<file path="config.mk">
export PLATFORM = sky130hd
export DESIGN_NAME = iq_setpoint_gen
export DESIGN_NICKNAME = d
export VERILOG_FILES = /design/src/rtl/foc_pkg.sv /design/src/rtl/slew_limiter.sv /design/src/rtl/iq_setpoint_gen.sv
export SDC_FILE = /design/constraint.sdc
export NUM_CORES = 1
export LEC_CHECK = 0
export CORE_MARGIN = 2
export CORE_UTILIZATION = 40
export CTS_BUF_LIST = sky130_fd_sc_hd__clkbuf_8
export DETAILED_ROUTE_END_ITERATION = 16
export DONT_BUFFER_PORTS = 1
export MAX_ROUTING_LAYER = met4
export PLACE_DENSITY = 0.53
export SLEW_MARGIN = 0
export SYNTH_ARGS = -nofsm -noshare
export SYNTH_HDL_FRONTEND = slang
export SYNTH_SLANG_ARGS = --single-unit
</file>
<file path="constraint.sdc">
create_clock -name clk -period 10.7 [get_ports clk]
set_clock_uncertainty 0.05 [all_clocks]
set_input_delay 2.14 -clock clk [delete_from_list [all_inputs] [get_ports clk]]
set_output_delay 2.14 -clock clk [all_outputs]
set_load 0.01 [all_outputs]
</file>
<file path="src/rtl/foc_pkg.sv">
// Shared types and helpers for the FOC setpoint/limiter blocks.
package foc_pkg;

  typedef enum logic [1:0] {
    SP_ZERO     = 2'd0,
    SP_SQUARE   = 2'd1,
    SP_TRIANGLE = 2'd2,
    SP_CONST    = 2'd3
  } setpt_mode_t;

  typedef enum logic {
    DIR_UP   = 1'b0,
    DIR_DOWN = 1'b1
  } tri_dir_t;

  // Symmetric saturation to +/-(2^(w-1)-1); the most negative code is never produced.
  function automatic logic signed [31:0] sat_w(input logic signed [31:0] x, input int w);
    logic signed [31:0] lim;
    lim = (32'sd1 <<< (w - 1)) - 32'sd1;
    if (x > lim)       return lim;
    else if (x < -lim) return -lim;
    else               return x;
  endfunction

endpackage

</file>
<file path="src/rtl/slew_limiter.sv">
// Rate limiter: moves cur toward target by at most step (step==0 means jump).
// Purely combinational; the caller owns the state register.
module slew_limiter
  import foc_pkg::*;
#(
  parameter int WIDTH = 16
) (
  input  logic signed [WIDTH-1:0] i_cur,
  input  logic signed [WIDTH-1:0] i_target,
  input  logic        [WIDTH-2:0] i_step,
  output logic signed [WIDTH-1:0] o_next
);

  localparam int XW = WIDTH + 2;

  logic signed [XW-1:0] cur_x, tgt_x, step_x, diff_x, mag_x, move_x;

  // Widen, compare |target-cur| with the step, and saturate the result.
  always_comb begin
    cur_x  = XW'(i_cur);
    tgt_x  = XW'(i_target);
    step_x = {3'b000, i_step};
    diff_x = tgt_x - cur_x;
    mag_x  = (diff_x < 0) ? -diff_x : diff_x;
    if ((i_step == '0) || (mag_x <= step_x)) begin
      move_x = tgt_x;
    end else if (diff_x > 0) begin
      move_x = cur_x + step_x;
    end else begin
      move_x = cur_x - step_x;
    end
    o_next = WIDTH'(sat_w(32'(move_x), WIDTH));
  end

endmodule

</file>
<file path="src/rtl/iq_setpoint_gen.sv">
// Current-setpoint generator: ZERO / SQUARE / TRIANGLE / CONST waveforms,
// updated once per control tick, with amplitude clamp and slew limiting.
module iq_setpoint_gen
  import foc_pkg::*;
#(
  parameter int               WIDTH   = 16,
  parameter int               CNT_W   = 16,
  parameter logic [WIDTH-1:0] MAX_AMP = 16'd4000
) (
  input  logic                    clk,
  input  logic                    rst,
  input  logic                    i_tick,
  input  logic [1:0]              i_mode,
  input  logic [WIDTH-2:0]        i_amp,
  input  logic [CNT_W-1:0]        i_half_period,
  input  logic [WIDTH-2:0]        i_slew,
  output logic signed [WIDTH-1:0] o_aim,
  output logic                    o_en,
  output logic                    o_flip
);

  localparam int XW = WIDTH + 2;

  setpt_mode_t             mode_q, mode_d, mode_in;
  tri_dir_t                dir_q, dir_d, dir_e;
  logic                    phase_q, phase_d, phase_e;
  logic [CNT_W-1:0]        cnt_q, cnt_d, hp_e;
  logic signed [WIDTH-1:0] aim_q, aim_d;
  logic                    en_q, en_d, flip_q, flip_d;
  logic                    mode_chg;
  logic [WIDTH-2:0]        amp_e;
  logic signed [WIDTH-1:0] amp_w, target, slew_next, tri_next;
  logic signed [XW-1:0]    amp_x, aim_x, step_x, cand_x, clamp_x;
  logic                    outside, tri_rev;

  // Effective operands; a mode change makes phase/dir look freshly reset this cycle.
  always_comb begin
    mode_in  = setpt_mode_t'(i_mode);
    mode_chg = (mode_in != mode_q);
    amp_e    = ({1'b0, i_amp} > MAX_AMP) ? MAX_AMP[WIDTH-2:0] : i_amp;
    amp_w    = signed'({1'b0, amp_e});
    amp_x    = {3'b000, amp_e};
    hp_e     = (i_half_period == '0) ? CNT_W'(1) : i_half_period;
    phase_e  = mode_chg ? 1'b0 : phase_q;
    dir_e    = mode_chg ? DIR_UP : dir_q;
  end

  // Target level for the slew-limited modes.
  always_comb begin
    case (mode_in)
      SP_CONST:  target = amp_w;
      SP_SQUARE: target = phase_e ? amp_w : -amp_w;
      default:   target = '0;
    endcase
  end

  slew_limiter #(.WIDTH(WIDTH)) u_slew (
    .i_cur    (aim_q),
    .i_target (target),
    .i_step   (i_slew),
    .o_next   (slew_next)
  );

  // Triangle step with clamp; reversal only when starting inside the limits.
  always_comb begin
    aim_x   = XW'(aim_q);
    step_x  = (i_slew == '0) ? XW'(1) : {3'b000, i_slew};
    cand_x  = (dir_e == DIR_UP) ? (aim_x + step_x) : (aim_x - step_x);
    outside = (aim_x > amp_x) || (aim_x < -amp_x);
    tri_rev = 1'b0;
    if (cand_x >= amp_x) begin
      clamp_x = amp_x;
      tri_rev = !outside && (dir_e == DIR_UP);
    end else if (cand_x <= -amp_x) begin
      clamp_x = -amp_x;
      tri_rev = !outside && (dir_e == DIR_DOWN);
    end else begin
      clamp_x = cand_x;
    end
    tri_next = WIDTH'(sat_w(32'(clamp_x), WIDTH));
  end

  // Next-state: mode change first, then tick processing against the new mode.
  always_comb begin
    // NOTE: every output of this block gets a default first so no path leaves it unassigned (no latch).
    mode_d  = mode_q;
    cnt_d   = cnt_q;
    phase_d = phase_q;
    dir_d   = dir_q;
    aim_d   = aim_q;
    en_d    = 1'b0;
    flip_d  = 1'b0;
    if (mode_chg) begin
      mode_d  = mode_in;
      cnt_d   = '0;
      phase_d = 1'b0;
      dir_d   = DIR_UP;
    end
    if (i_tick) begin
      en_d = 1'b1;
      case (mode_in)
        SP_TRIANGLE: begin
          aim_d = tri_next;
          if (!mode_chg && tri_rev) begin
            dir_d  = (dir_q == DIR_UP) ? DIR_DOWN : DIR_UP;
            flip_d = 1'b1;
          end
        end
        SP_SQUARE: begin
          aim_d = slew_next;
          if (!mode_chg) begin
            if (cnt_q >= hp_e - CNT_W'(1)) begin
              cnt_d   = '0;
              phase_d = ~phase_q;
              flip_d  = 1'b1;
            end else begin
              cnt_d = cnt_q + CNT_W'(1);
            end
          end
        end
        default: aim_d = slew_next;
      endcase
    end
  end

  // State and registered outputs.
  always_ff @(posedge clk or posedge rst) begin
    if (rst) begin
      // NOTE: sequential state uses non-blocking assignments so all flops update together.
      mode_q  <= SP_ZERO;
      cnt_q   <= '0;
      phase_q <= 1'b0;
      dir_q   <= DIR_UP;
      aim_q   <= '0;
      en_q    <= 1'b0;
      flip_q  <= 1'b0;
    end else begin
      mode_q  <= mode_d;
      cnt_q   <= cnt_d;
      phase_q <= phase_d;
      dir_q   <= dir_d;
      aim_q   <= aim_d;
      en_q    <= en_d;
      flip_q  <= flip_d;
    end
  end

  assign o_aim  = aim_q;
  assign o_en   = en_q;
  assign o_flip = flip_q;

endmodule

</file>
* Yosys cells after proc, flatten, opt, wreduce, memory -nomap -nowiden
Cells that the tools add are included.
Cells by class: $add $sub $neg 10, magnitude comparators 13, equality and inequality tests 4, muxes and demuxes 39, bitwise operators 2, reductions and logical operators 9
Operators by type and width (number):
- $mux 16 | 12
- $mux 18 | 6
- $sub 16x16->17 | 3
- $gt 18x16->1 const B | 2
- $lt 18x16->1 const B | 2
- $add 16x16->17 | 2
- $pmux 16 s2 | 1
- $mux 15 | 2
- $ge 18x16->1 | 1
- $le 18x16->1 | 1
- $le 18x18->1 | 1
- $lt 16x18->1 | 1
- $neg 15->18 | 1
- $neg 17->18 | 1
- $gt 17x1->1 const B | 1
- $lt 17x1->1 const B | 1
- $mux 1 | 17
- $add 16x1->16 const B | 1
- $ge 16x16->1 | 1
- $gt 16x16->1 | 1
- $logic_not 16->1 | 1
- $neg 15->16 | 1
- $sub 16x1->16 const B | 1
- $gt 15x12->1 const B | 1
- other kinds (9) | 15
Word-level totals: flip-flop bits (word level) 38, output and inout bits 18, logic and storage cells 84

* Logic depth before layout (Yosys ltp)
Gate-level depths: netlist of the first run.
depth after elaboration 15, mapped depth 43, depth with buffers taken out 40

* Cells and area by module
From an unflattened synthesis of the first run, not the netlist that was laid out.
Second synthesis, totals: cell total of the unflattened synthesis 1258, area total of the unflattened synthesis 9399.0 um^2
Modules (own cells, without submodules):
- iq_setpoint_gen | instances 1, cells each 780, area each 6028.3 um^2
- slew_limiter | instances 1, cells each 478, area each 3370.7 um^2

* Worst setup path after synthesis of the first run
Ideal clock, no wire load.
path type input port to flip-flop, start input i_amp[0], end register aim_q[0], in the netlist o_aim[0], setup time 0.120 ns, arrival 10.331 ns, data required time 10.530 ns, slack 0.199 ns, cell stages on the path 40, cells stage by stage or3_4 -> or3_1 -> buf_2 -> a31oi_1 -> and2_1 -> inv_1 -> ha_1 -> clkbuf_1 -> nand4_1 -> nor3_1 -> mux2i_1 -> o22ai_1 -> ha_1 -> a21o_1 -> nand3_1 -> o31ai_1 -> or4_1 -> a221oi_1 -> (+4 left out) -> nor2_1 -> xnor2_1 -> ha_1 -> nor2b_1 -> o21a_1 -> o21ai_0 -> nand2b_1 -> a31o_2 -> nand4_1 -> a311oi_1 -> nor3_1 -> o21bai_1 -> a21oi_1 -> xnor3_1 -> a21oi_4 -> buf_6 -> nand4_1 -> a31o_1
Between the ends: cells in the longest elaborated chain, start to end 15, elaborated cells between the ends (all ways) 28, those cells by class add/sub (4); order compare (10); mux (13); reduce/logical (1)
Ends and longest elaborated chain:
- start, declared | line iq_setpoint_gen.sv:14 | input logic [WIDTH-2:0] i_amp,
- $gt 15x12->1 | line iq_setpoint_gen.sv:40 | amp_e = ({1'b0, i_amp} > MAX_AMP) ? MAX_AMP[WIDTH-2:0] : i_amp;
- $mux 15 (*) | line iq_setpoint_gen.sv:40
- $neg 15->16 | line iq_setpoint_gen.sv:52 | SP_SQUARE: target = phase_e ? amp_w : -amp_w;
- $mux 16 | line iq_setpoint_gen.sv:52
- $pmux 16 s2 | line iq_setpoint_gen.sv:50 | case (mode_in)
- $sub 16x16->17 | line slew_limiter.sv:23 | diff_x = tgt_x - cur_x;
- $neg 17->18 or $lt 17x1->1 (tied branches) | line slew_limiter.sv:24 | mag_x = (diff_x < 0) ? -diff_x : diff_x;
- $mux 18 | line slew_limiter.sv:24
- $le 18x16->1 | line slew_limiter.sv:25 | if ((i_step == '0) || (mag_x <= step_x)) begin
- $logic_or 1x1->1 | line slew_limiter.sv:25
- $mux 18 | line slew_limiter.sv:25
- $lt 18x16->1 | line foc_pkg.sv:21 | else if (x < -lim) return -lim;
- $mux 16 | line foc_pkg.sv:21
- $mux 16 | line foc_pkg.sv:20 | if (x > lim) return lim;
- $mux 16 (*) | line iq_setpoint_gen.sv:101 | case (mode_in)
- end signal, assigned | line iq_setpoint_gen.sv:142 | aim_q <= aim_d;
- end, declared | line iq_setpoint_gen.sv:28 | logic signed [WIDTH-1:0] aim_q, aim_d;
Every way passes the cells marked *; elsewhere a longest branch is shown, timed or not. A chain may end at the register's enable or synchronous reset.

* Worst setup path in the final report of the first run
Ends and elaborated chain as after synthesis.

==> results of run 1 <==
==> cell type report <==
cell class	count	area, um^2
Tap cell	285	357
Inverter	74	278
Multi-Input combinational cell	1081	7800
Clock inverter	2	12.5
Sequential cell	38	951
Clock buffer	6	82.6
Timing Repair Buffer	47	353
Fill cell	2341	12700
==> per-layer routing <==
metal | vias up | track usage (%) | share of wire (%)
met5 | - | - | 0
li1 | 4598 | - | -
met3 | 66 | 2.92 | 5.5
met2 | 309 | 43.6 | 45
met4 | 0 | 9.83 | 3.5
met1 | 4367 | 36.8 | 46
==> cell families after synthesis <==
family | share of synthesized area [%]
AOI/OAI and AO/OA | 28.7
xor gates and xnor gates | 9.98
adders and majority gates | 21.3
buffers and inverters | 5.23
DFF | 10.4
muxes | 1.97
other | 0.0410
and+or+nand+nor | 22.4
==> sequential cells by signal (all words and copies together) (netlist names) <==
name and count:
cnt_q 16, o_aim 16, mode_q 2, dir_q 1
o_en 1, o_flip 1, phase_q 1
==> final timing paths <==
path | from | endpoint | slack, ps | cells after the start
hold reg to reg | dir_q | dir_q | 490 | 1
min in group asynchronous | rst | o_flip | 1800 | 2
max in group asynchronous | rst | cnt_q[7] | 8440 | 2
setup / recovery | i_amp[0] | o_aim[0] | 430 | 34
hold / removal | dir_q | dir_q | 490 | 1
setup reg to reg | mode_q[0] | o_aim[0] | 2400 | 29
==> Yosys cell counts, types with 5 or more instances <==
library cell  number  share of area [%]
nor4_1            23                1.6
nor3b_1           13                1.1
o31a_1             7               0.67
nand2b_1          22                1.5
xnor2_1           80                7.7
or2_2              8               0.55
o21ai_0           93                5.1
dfrtp_1           38                 10
nand4_1           21                1.4
clkbuf_1          37                1.5
o22ai_1            8               0.55
and2_1             9               0.62
a31oi_1           24                1.6
and3_1            18                1.2
inv_1             74                3.0
a22oi_1            5               0.41
xor2_1            19                1.8
a211oi_1          11               0.90
o211ai_1          14                1.2
a21oi_1           82                4.5
or4_1              7               0.58
nand2_1           87                3.6
a21boi_0           5               0.41
nand3_1           23                1.3
or3_1              8               0.55
nor3_1            29                1.6
nor2_1           103                4.2
mux2i_1           12                1.3
nor2b_1           18                1.2
a21o_1            53                4.4
a31o_2             6               0.58
ha_1             148                 20
o21a_1            27                2.2
o31ai_1           13                1.1
==> per-stage QoR <==
step                      utilization [%]  TNS, ps  instance area (um^2)  setup WS, ps
after floorplan                         -        0                  9160           199
after global placement               43.0        0                  9680          27.7
after detailed placement             43.0    -10.0                  9680         -10.0
after CTS                            43.5        0                  9780           278
after global routing                 43.7        0                  9840         0.798
final                                43.7        0                  9840           433
==> repair_timing <==
item / CTS / global route
resized for setup: 0 / 11
hold buffers: 0 / 0
setup endpoints to repair: 0 / 17
endpoints found under the hold margin: 0 / 0
==> impl_metrics.json, run 1 <==
{
  "status": "completed",
  "postSynthCellCount": 1232,
  "clk_path_buf_depth": 2,
  "startpoint_type": "input port",
  "ctsHtreeMaxLevel": 2,
  "row_count": 55,
  "place.gp.congestion": 0.971,
  "async_reset_ff_share_pct": 100,
  "dp_cells": 1523,
  "synth_area_um2": 9140,
  "setup.worst_path.class": "in2reg",
  "grt_pass1_wl_mm": 50.1,
  "setup_viol": 0,
  "maxSlewViolCount": 0,
  "post_cts_buffers": 0,
  "critical-path-max-stage-delay_ps": 540,
  "min_path_type": "reg2reg",
  "die_area_um2": 24100,
  "area_growth_pct": 7.67,
  "cp_max_fo": 7,
  "routed_wirelength_mm": 33.0,
  "synth_cell_type_count": 81,
  "grt_max_degree": 39,
  "fin_cells": 1533,
  "clock-sinks": 38,
  "die_height_um": 155,
  "io_pins": 69,
  "final_common_cell": "ha_1",
  "worstMarginPinSlew_ps": 1160,
  "synth_seq_cells": 38,
  "portBuffers": 0,
  "yosysSeqAreaShare_pct": 10.4,
  "grt_remaining_overflow": 0,
  "finalNetCount": 1449,
  "slew-limit-headroom_pct": 22.4,
  "hold_slack_ps": 486,
  "critical_path_buf_inv_count": 2,
  "drv_cap": 0,
  "cts_buffers": 5,
  "start_util_pct": 40.6,
  "cts_root_buf": "clkbuf_8",
  "end_kind": "register",
  "post_drt_wl_per_cell_um": 21.5,
  "synth-edff-count": 0,
  "clk_pin_slew_worst_paths_ps": 90,
  "synth_ff_type": "dfrtp_1",
  "hold_viol_final": 0,
  "via_per_inst": 6.09,
  "critical-path-top-delay-family": "compound AO/OA/AOI/OAI gates",
  "synth.avg_cell_area_um2": 7.42,
  "antenna_found_initial": 0,
  "rsz0062_at_grt": "false",
  "track_usage_pct": 27.6,
  "antenna_cells": 0,
  "dp_hpwl_mm": 26.7,
  "antenna_left": 0,
  "fmax_mhz": 97.4,
  "cp.required_ps": 10840,
  "fp.coreArea_um2": 22500,
  "die_x_um": 155,
  "drt_iter0_markers": 747,
  "yosys_warnings": 0,
  "vias": 9340,
  "dr.pass1.iters": 5,
  "clk-insertion-delay-late_ps": 290,
  "first_global_vias": 8778,
  "critPathSlowestCell": "or4_1",
  "arrival_ps": 10410,
  "drive_above_1_share_pct": 7.77,
  "min_period_ps": 10270,
  "period_share_pct": 96.0,
  "layout_common_cells": "148 x ha_1, 103 x nor2_1, 91 x o21ai_0, 87 x nand2_1",
  "route.detailed.drc": 0,
  "cts_tree": "built"
}
Power of run 1 is not shown: default switching activity piles up to over one toggle a cycle in this logic, so the estimate is an artifact.
==> run 2: changes to the inputs <==
--- a/config.mk
+++ b/config.mk
@@ -11,7 +11,7 @@
 export DETAILED_ROUTE_END_ITERATION = 16
 export DONT_BUFFER_PORTS = 1
 export MAX_ROUTING_LAYER = met4
-export PLACE_DENSITY = 0.53
+export PLACE_DENSITY = 0.55
 export SLEW_MARGIN = 0
 export SYNTH_ARGS = -nofsm -noshare
 export SYNTH_HDL_FRONTEND = slang
==> constraint.sdc (replaced) <==
create_clock -name clk -period 8.75 [get_ports clk]
set_clock_uncertainty 0.05 [all_clocks]
set_input_delay 1.75 -clock clk [delete_from_list [all_inputs] [get_ports clk]]
set_output_delay 1.75 -clock clk [all_outputs]
set_load 0.01 [all_outputs]
==> run 2 against run 1 <==
Effect of this change: the run now ends with negative setup slack left; sequential share of layout area shrank 1.7 points; final area grew 21%; die area is the same; final cell count grew 15%; critical path depth grew 4; sequential cell count is the same; hold slack gained 18 ps.
==> impl_metrics.json, run 2 (synthesis results as in run 1) <==
{
  "grtUsageMet1_pct": 39.0,
  "antenna_left": 0,
  "grt_remaining_overflow": 0,
  "fin_ws_ps": -172,
  "die_height_um": 155,
  "portBuffers": 0,
  "cp_max_fo": 7,
  "setup_viol": 15,
  "fp.coreArea_um2": 22500,
  "cp.required_ps": 8860,
  "clk_pin_slew_worst_paths_ps": 70,
  "start_util_pct": 40.6,
  "cts_root_buf": "clkbuf_8",
  "ctsHtreeMaxLevel": 2,
  "fmax_mhz": 112,
  "cts_tree": "built",
  "met3_usage_pct": 4.29,
  "finalNetCount": 1675,
  "drt_iter0_markers": 738,
  "route.detailed.drc": 0,
  "slew-limit-headroom_pct": 48.3,
  "area_growth_pct": 30.3,
  "grt_busiest_layer": "met2",
  "dp_hpwl_mm": 29.3,
  "min_path_type": "reg2reg",
  "cts_buffers": 5,
  "grt_max_degree": 39,
  "critical-path-max-stage-delay_ps": 520,
  "layout_common_cells": "272 x buf_4, 144 x ha_1, 100 x nor2_1, 87 x nand2_1, 86 x o21ai_0",
  "die_area_um2": 24100,
  "drive_above_1_share_pct": 25.6,
  "post_drt_wl_per_cell_um": 20.4,
  "place_area_um2": 11300,
  "period_share_pct": 102,
  "io_pins": 69,
  "routed_wirelength_mm": 35.8,
  "rsz0062_at_grt": "true",
  "arrival_ps": 9030,
  "fin_util_pct": 52.9,
  "setup.worst_path.class": "in2reg",
  "final_common_cell": "buf_4",
  "crit_top_cell": "buf_4",
  "clk-insertion-delay-late_ps": 290,
  "maxSlewViolCount": 0,
  "worstMarginPinSlew_ps": 768,
  "antenna_cells": 0,
  "hold_viol_final": 0,
  "clk_path_buf_depth": 2,
  "first_global_vias": 9924,
  "grt_use_met2_pct": 48.4,
  "clock-sinks": 38,
  "drv_cap": 0,
  "min_period_ps": 8920,
  "startpoint_type": "input port",
  "stdcell_area_um2": 11900,
  "die_x_um": 155,
  "holdBufCountCts": 0,
  "status": "complete, but fails checks",
  "track_usage_pct": 30.2,
  "end_kind": "register",
  "via_per_inst": 5.84,
  "critPathSlowestCell": "or4_4",
  "place.gp.congestion": 0.963,
  "dr.pass1.iters": 5,
  "violations": "negative setup slack",
  "row_count": 55,
  "vias": 10300,
  "grt_pass1_wl_mm": 55.1,
  "antenna_found_initial": 0
}
[run 2: cell types whose count changed in the layout (fill, tap and decap cells not counted), sizes merged]
cell and change:
buf +227, clkbuf +2, clkinv -1, clkinvlp -1
o31ai -1
[run 2: final timing paths]
path	from	to	slack (ps)	cells past startpoint
hold reg to reg	cnt_q[4]	cnt_q[4]	500	1
max in group asynchronous	rst	o_aim[12]	6890	2
setup reg to reg	mode_q[1]	o_aim[7]	1620	34
hold / removal	cnt_q[4]	cnt_q[4]	500	1
setup / recovery	i_amp[2]	o_aim[7]	-170	38
min in group asynchronous	rst	o_en	1410	2
[run 2: worst max-delay path: cells and delay by family]
| family | cells | cell delay [ps] |
|---|---|---|
| adder cells (fa/ha/maj) | 3 | 920 |
| AND/OR/NAND/NOR | 12 | 2470 |
| XOR/XNOR | 2 | 260 |
| AO/OA/AOI/OAI | 13 | 2490 |
| multiplexers | 1 | 300 |
| buffers and inverters | 7 | 840 |
[run 2: layout make-up]
| type | instances | area, um^2 |
|---|---|---|
| sequential | 38 | 951 |
| clock buffer | 8 | 110 |
| multi-input combinational | 1080 | 8150 |
| tap | 285 | 357 |
| timing repair buffer | 274 | 2060 |
| fill | 2202 | 10600 |
| inverter | 74 | 278 |
[run 2: layer usage]
| layer | share of wire [%] | vias up | wire length (um) |
|---|---|---|---|
| met3 | 6.4 | 75 | 2280 |
| met2 | 45 | 318 | 16200 |
| met1 | 44 | 4843 | 15800 |
| li1 | - | 5039 | - |
| met5 | 0 | - | 0 |
| met4 | 4.1 | 0 | 1470 |
[run 2: what timing repair did]
item,4_1_cts,5_1_grt
cloned,1,0
hold endpoints to repair,0,0
setup buffers,24,6
resized for setup,25,36
pin swaps,38,48
endpoints found under the setup margin,16,16
[run 2: through the flow]
stage	std cells	hold slack, ps	setup TNS [ps]	setup slack [ps]
final	1759	504	-1700	-172
after global routing	1759	531	-5850	-402
after CTS	1753	507	-117	-49.6
after detailed placement	1720	491	-11850	-772
after global placement	1720	482	-9660	-630
after floorplan	1237	425	-8590	-622
Power of run 2 is left out for the same reason.
==> run 3: changes to the inputs <==
--- a/config.mk
+++ b/config.mk
@@ -7,7 +7,6 @@
 export LEC_CHECK = 0
 export CORE_MARGIN = 2
 export CORE_UTILIZATION = 40
-export CTS_BUF_LIST = sky130_fd_sc_hd__clkbuf_8
 export DETAILED_ROUTE_END_ITERATION = 16
 export DONT_BUFFER_PORTS = 1
 export MAX_ROUTING_LAYER = met4
==> run 3 against run 2 <==
Effect of this change: the flow still finishes with violations (negative setup slack); sequential cell count did not move; final area rose by 0.80%; setup slack improved by 9.4 ps; critical path depth shrank 2; via count rose by 0.50%; hold slack worse by 4.8 ps; highest routed layer unchanged; final cell count unchanged; critical path type unchanged; die area unchanged; sequential share of layout area down 0.063 points; critical endpoint unchanged; count of clock-buffer cells in the layout is the same; global-route usage rose by 0.073 points.
==> impl_metrics.json, run 3 (synthesis results as in run 1) <==
{
  "cts_tree": "built",
  "die_height_um": 155,
  "hold_viol_final": 0,
  "drt_iter0_markers": 777,
  "cts_buffers": 5,
  "fp.coreArea_um2": 22500,
  "layout_common_cells": "270 x buf_4, 144 x ha_1, 100 x nor2_1, 85 x o21ai_0, 85 x nand2_1",
  "critical-path-top-delay-family": "compound AO/OA/AOI/OAI gates",
  "status": "complete, but fails checks",
  "antenna_cells": 0,
  "route.detailed.drc": 0,
  "die_area_um2": 24100,
  "violations": "negative setup slack",
  "r2r_cells": 30,
  "grtUsageMet1_pct": 39.1,
  "endpoint": "o_aim[7]",
  "vias": 10300,
  "ctsHtreeMaxLevel": 2,
  "dp_hpwl_mm": 29.3,
  "fmax_mhz": 112,
  "maxSlewViolCount": 0,
  "startpoint_type": "input port",
  "place_ws_ps": -772,
  "grt_use_met2_pct": 48.4,
  "critical-path-max-stage-delay_ps": 560,
  "cp_max_fo": 7,
  "start_util_pct": 40.6,
  "critPathSlowestCell": "or4_4",
  "grt_busiest_layer": "met2",
  "final_common_cell": "buf_4",
  "drv_cap": 0,
  "portBuffers": 0,
  "arrival_ps": 9010,
  "grt_pass1_wl_mm": 55.1,
  "met3_usage_pct": 4.40,
  "antenna_left": 0,
  "critPathLaunch": "i_amp[2]",
  "antenna_found_initial": 0,
  "post_drt_wl_per_cell_um": 20.4,
  "drive_above_1_share_pct": 26.0,
  "setup_viol": 14,
  "r2r_end": "o_aim[0]",
  "holdBufCountCts": 0,
  "place.gp.congestion": 0.963,
  "clk_path_buf_depth": 2,
  "reg2reg_from": "mode_q[1]",
  "row_count": 55,
  "fin_ws_ps": -162,
  "die_x_um": 155,
  "grt_max_degree": 39,
  "period_share_pct": 102,
  "worstMarginPinSlew_ps": 767,
  "setup.worst_path.class": "in2reg",
  "finalNetCount": 1675,
  "crit_top_cell": "buf_4",
  "rsz0062_at_grt": "true",
  "clk-insertion-delay-late_ps": 280,
  "end_kind": "register",
  "dr.pass1.iters": 5,
  "io_pins": 69,
  "min_path_type": "reg2reg",
  "clk_pin_slew_worst_paths_ps": 60,
  "grt_remaining_overflow": 0,
  "first_global_vias": 9924,
  "critical_path_buf_inv_count": 8,
  "cp.required_ps": 8850,
  "r2r_setup_slack_ps": 1610,
  "hold_slack_ps": 499,
  "cts_root_buf": "clkbuf_16",
  "area_growth_pct": 31.3,
  "track_usage_pct": 30.2,
  "via_per_inst": 5.87,
  "slew-limit-headroom_pct": 48.4,
  "clock-sinks": 38,
  "cp.depth": 36,
  "min_period_ps": 8910,
  "routed_wirelength_mm": 36.0
}
[run 3: cell counts in the layout (fill, tap and decap cells not counted)]
Identical to the previous run, type by type.
[run 3: layout make-up]
class / count / area, um^2
Timing Repair Buffer: 274 / 2070
Sequential cell: 38 / 951
Clock buffer: 8 / 166
Inverter: 74 / 278
Fill cell: 2196 / 10500
Multi-Input combinational cell: 1080 / 8180
Tap cell: 285 / 357
[run 3: how the worst min path moves through the flow]
stage | start | endpoint | slack [ps] | cells past startpoint
floorplan | dir_q | dir_q | 420 | 1
global placement | cnt_q[14] | cnt_q[14] | 480 | 1
detailed placement | cnt_q[1] | cnt_q[1] | 490 | 2
CTS | cnt_q[1] | cnt_q[1] | 500 | 2
global route | dir_q | dir_q | 530 | 1
finish | cnt_q[4] | cnt_q[4] | 500 | 1
[run 3: worst reg2reg max path: cells and delay by family, from the launching register on]
family	cells	cell delay (ps)
AO/OA/AOI/OAI	15	3430
multiplexers	1	240
AND/OR/NAND/NOR	8	1480
buffers and inverters	3	500
adder cells (fa/ha/maj)	2	660
XOR/XNOR	1	320
flip-flops	1	370
[run 3: metrics by stage]
stage | area, um^2 | std cells | setup TNS (ps) | utilization, %
after floorplan | 9270 | 1237 | -8590 | -
after global placement | 11300 | 1720 | -9660 | 50.0
after detailed placement | 11300 | 1720 | -11850 | 50.0
after CTS | 11700 | 1753 | -230 | 52.2
after global routing | 12000 | 1759 | -5900 | 53.3
final | 12000 | 1759 | -1520 | 53.3
[run 3: metal layers]
| metal | part of all wire [%] | up-vias |
|---|---|---|
| li1 | - | 5043 |
| met1 | 44 | 4868 |
| met5 | 0 | - |
| met4 | 3.9 | 0 |
| met2 | 46 | 339 |
| met3 | 6.5 | 76 |
[run 3: what timing repair did]
action	in CTS	in global routing
gates cloned	1	0
buffers inserted	24	6
setup endpoints to repair	16	16
pin swaps	40	53
resized for setup	26	45
Power of run 3 is left out for the same reason.
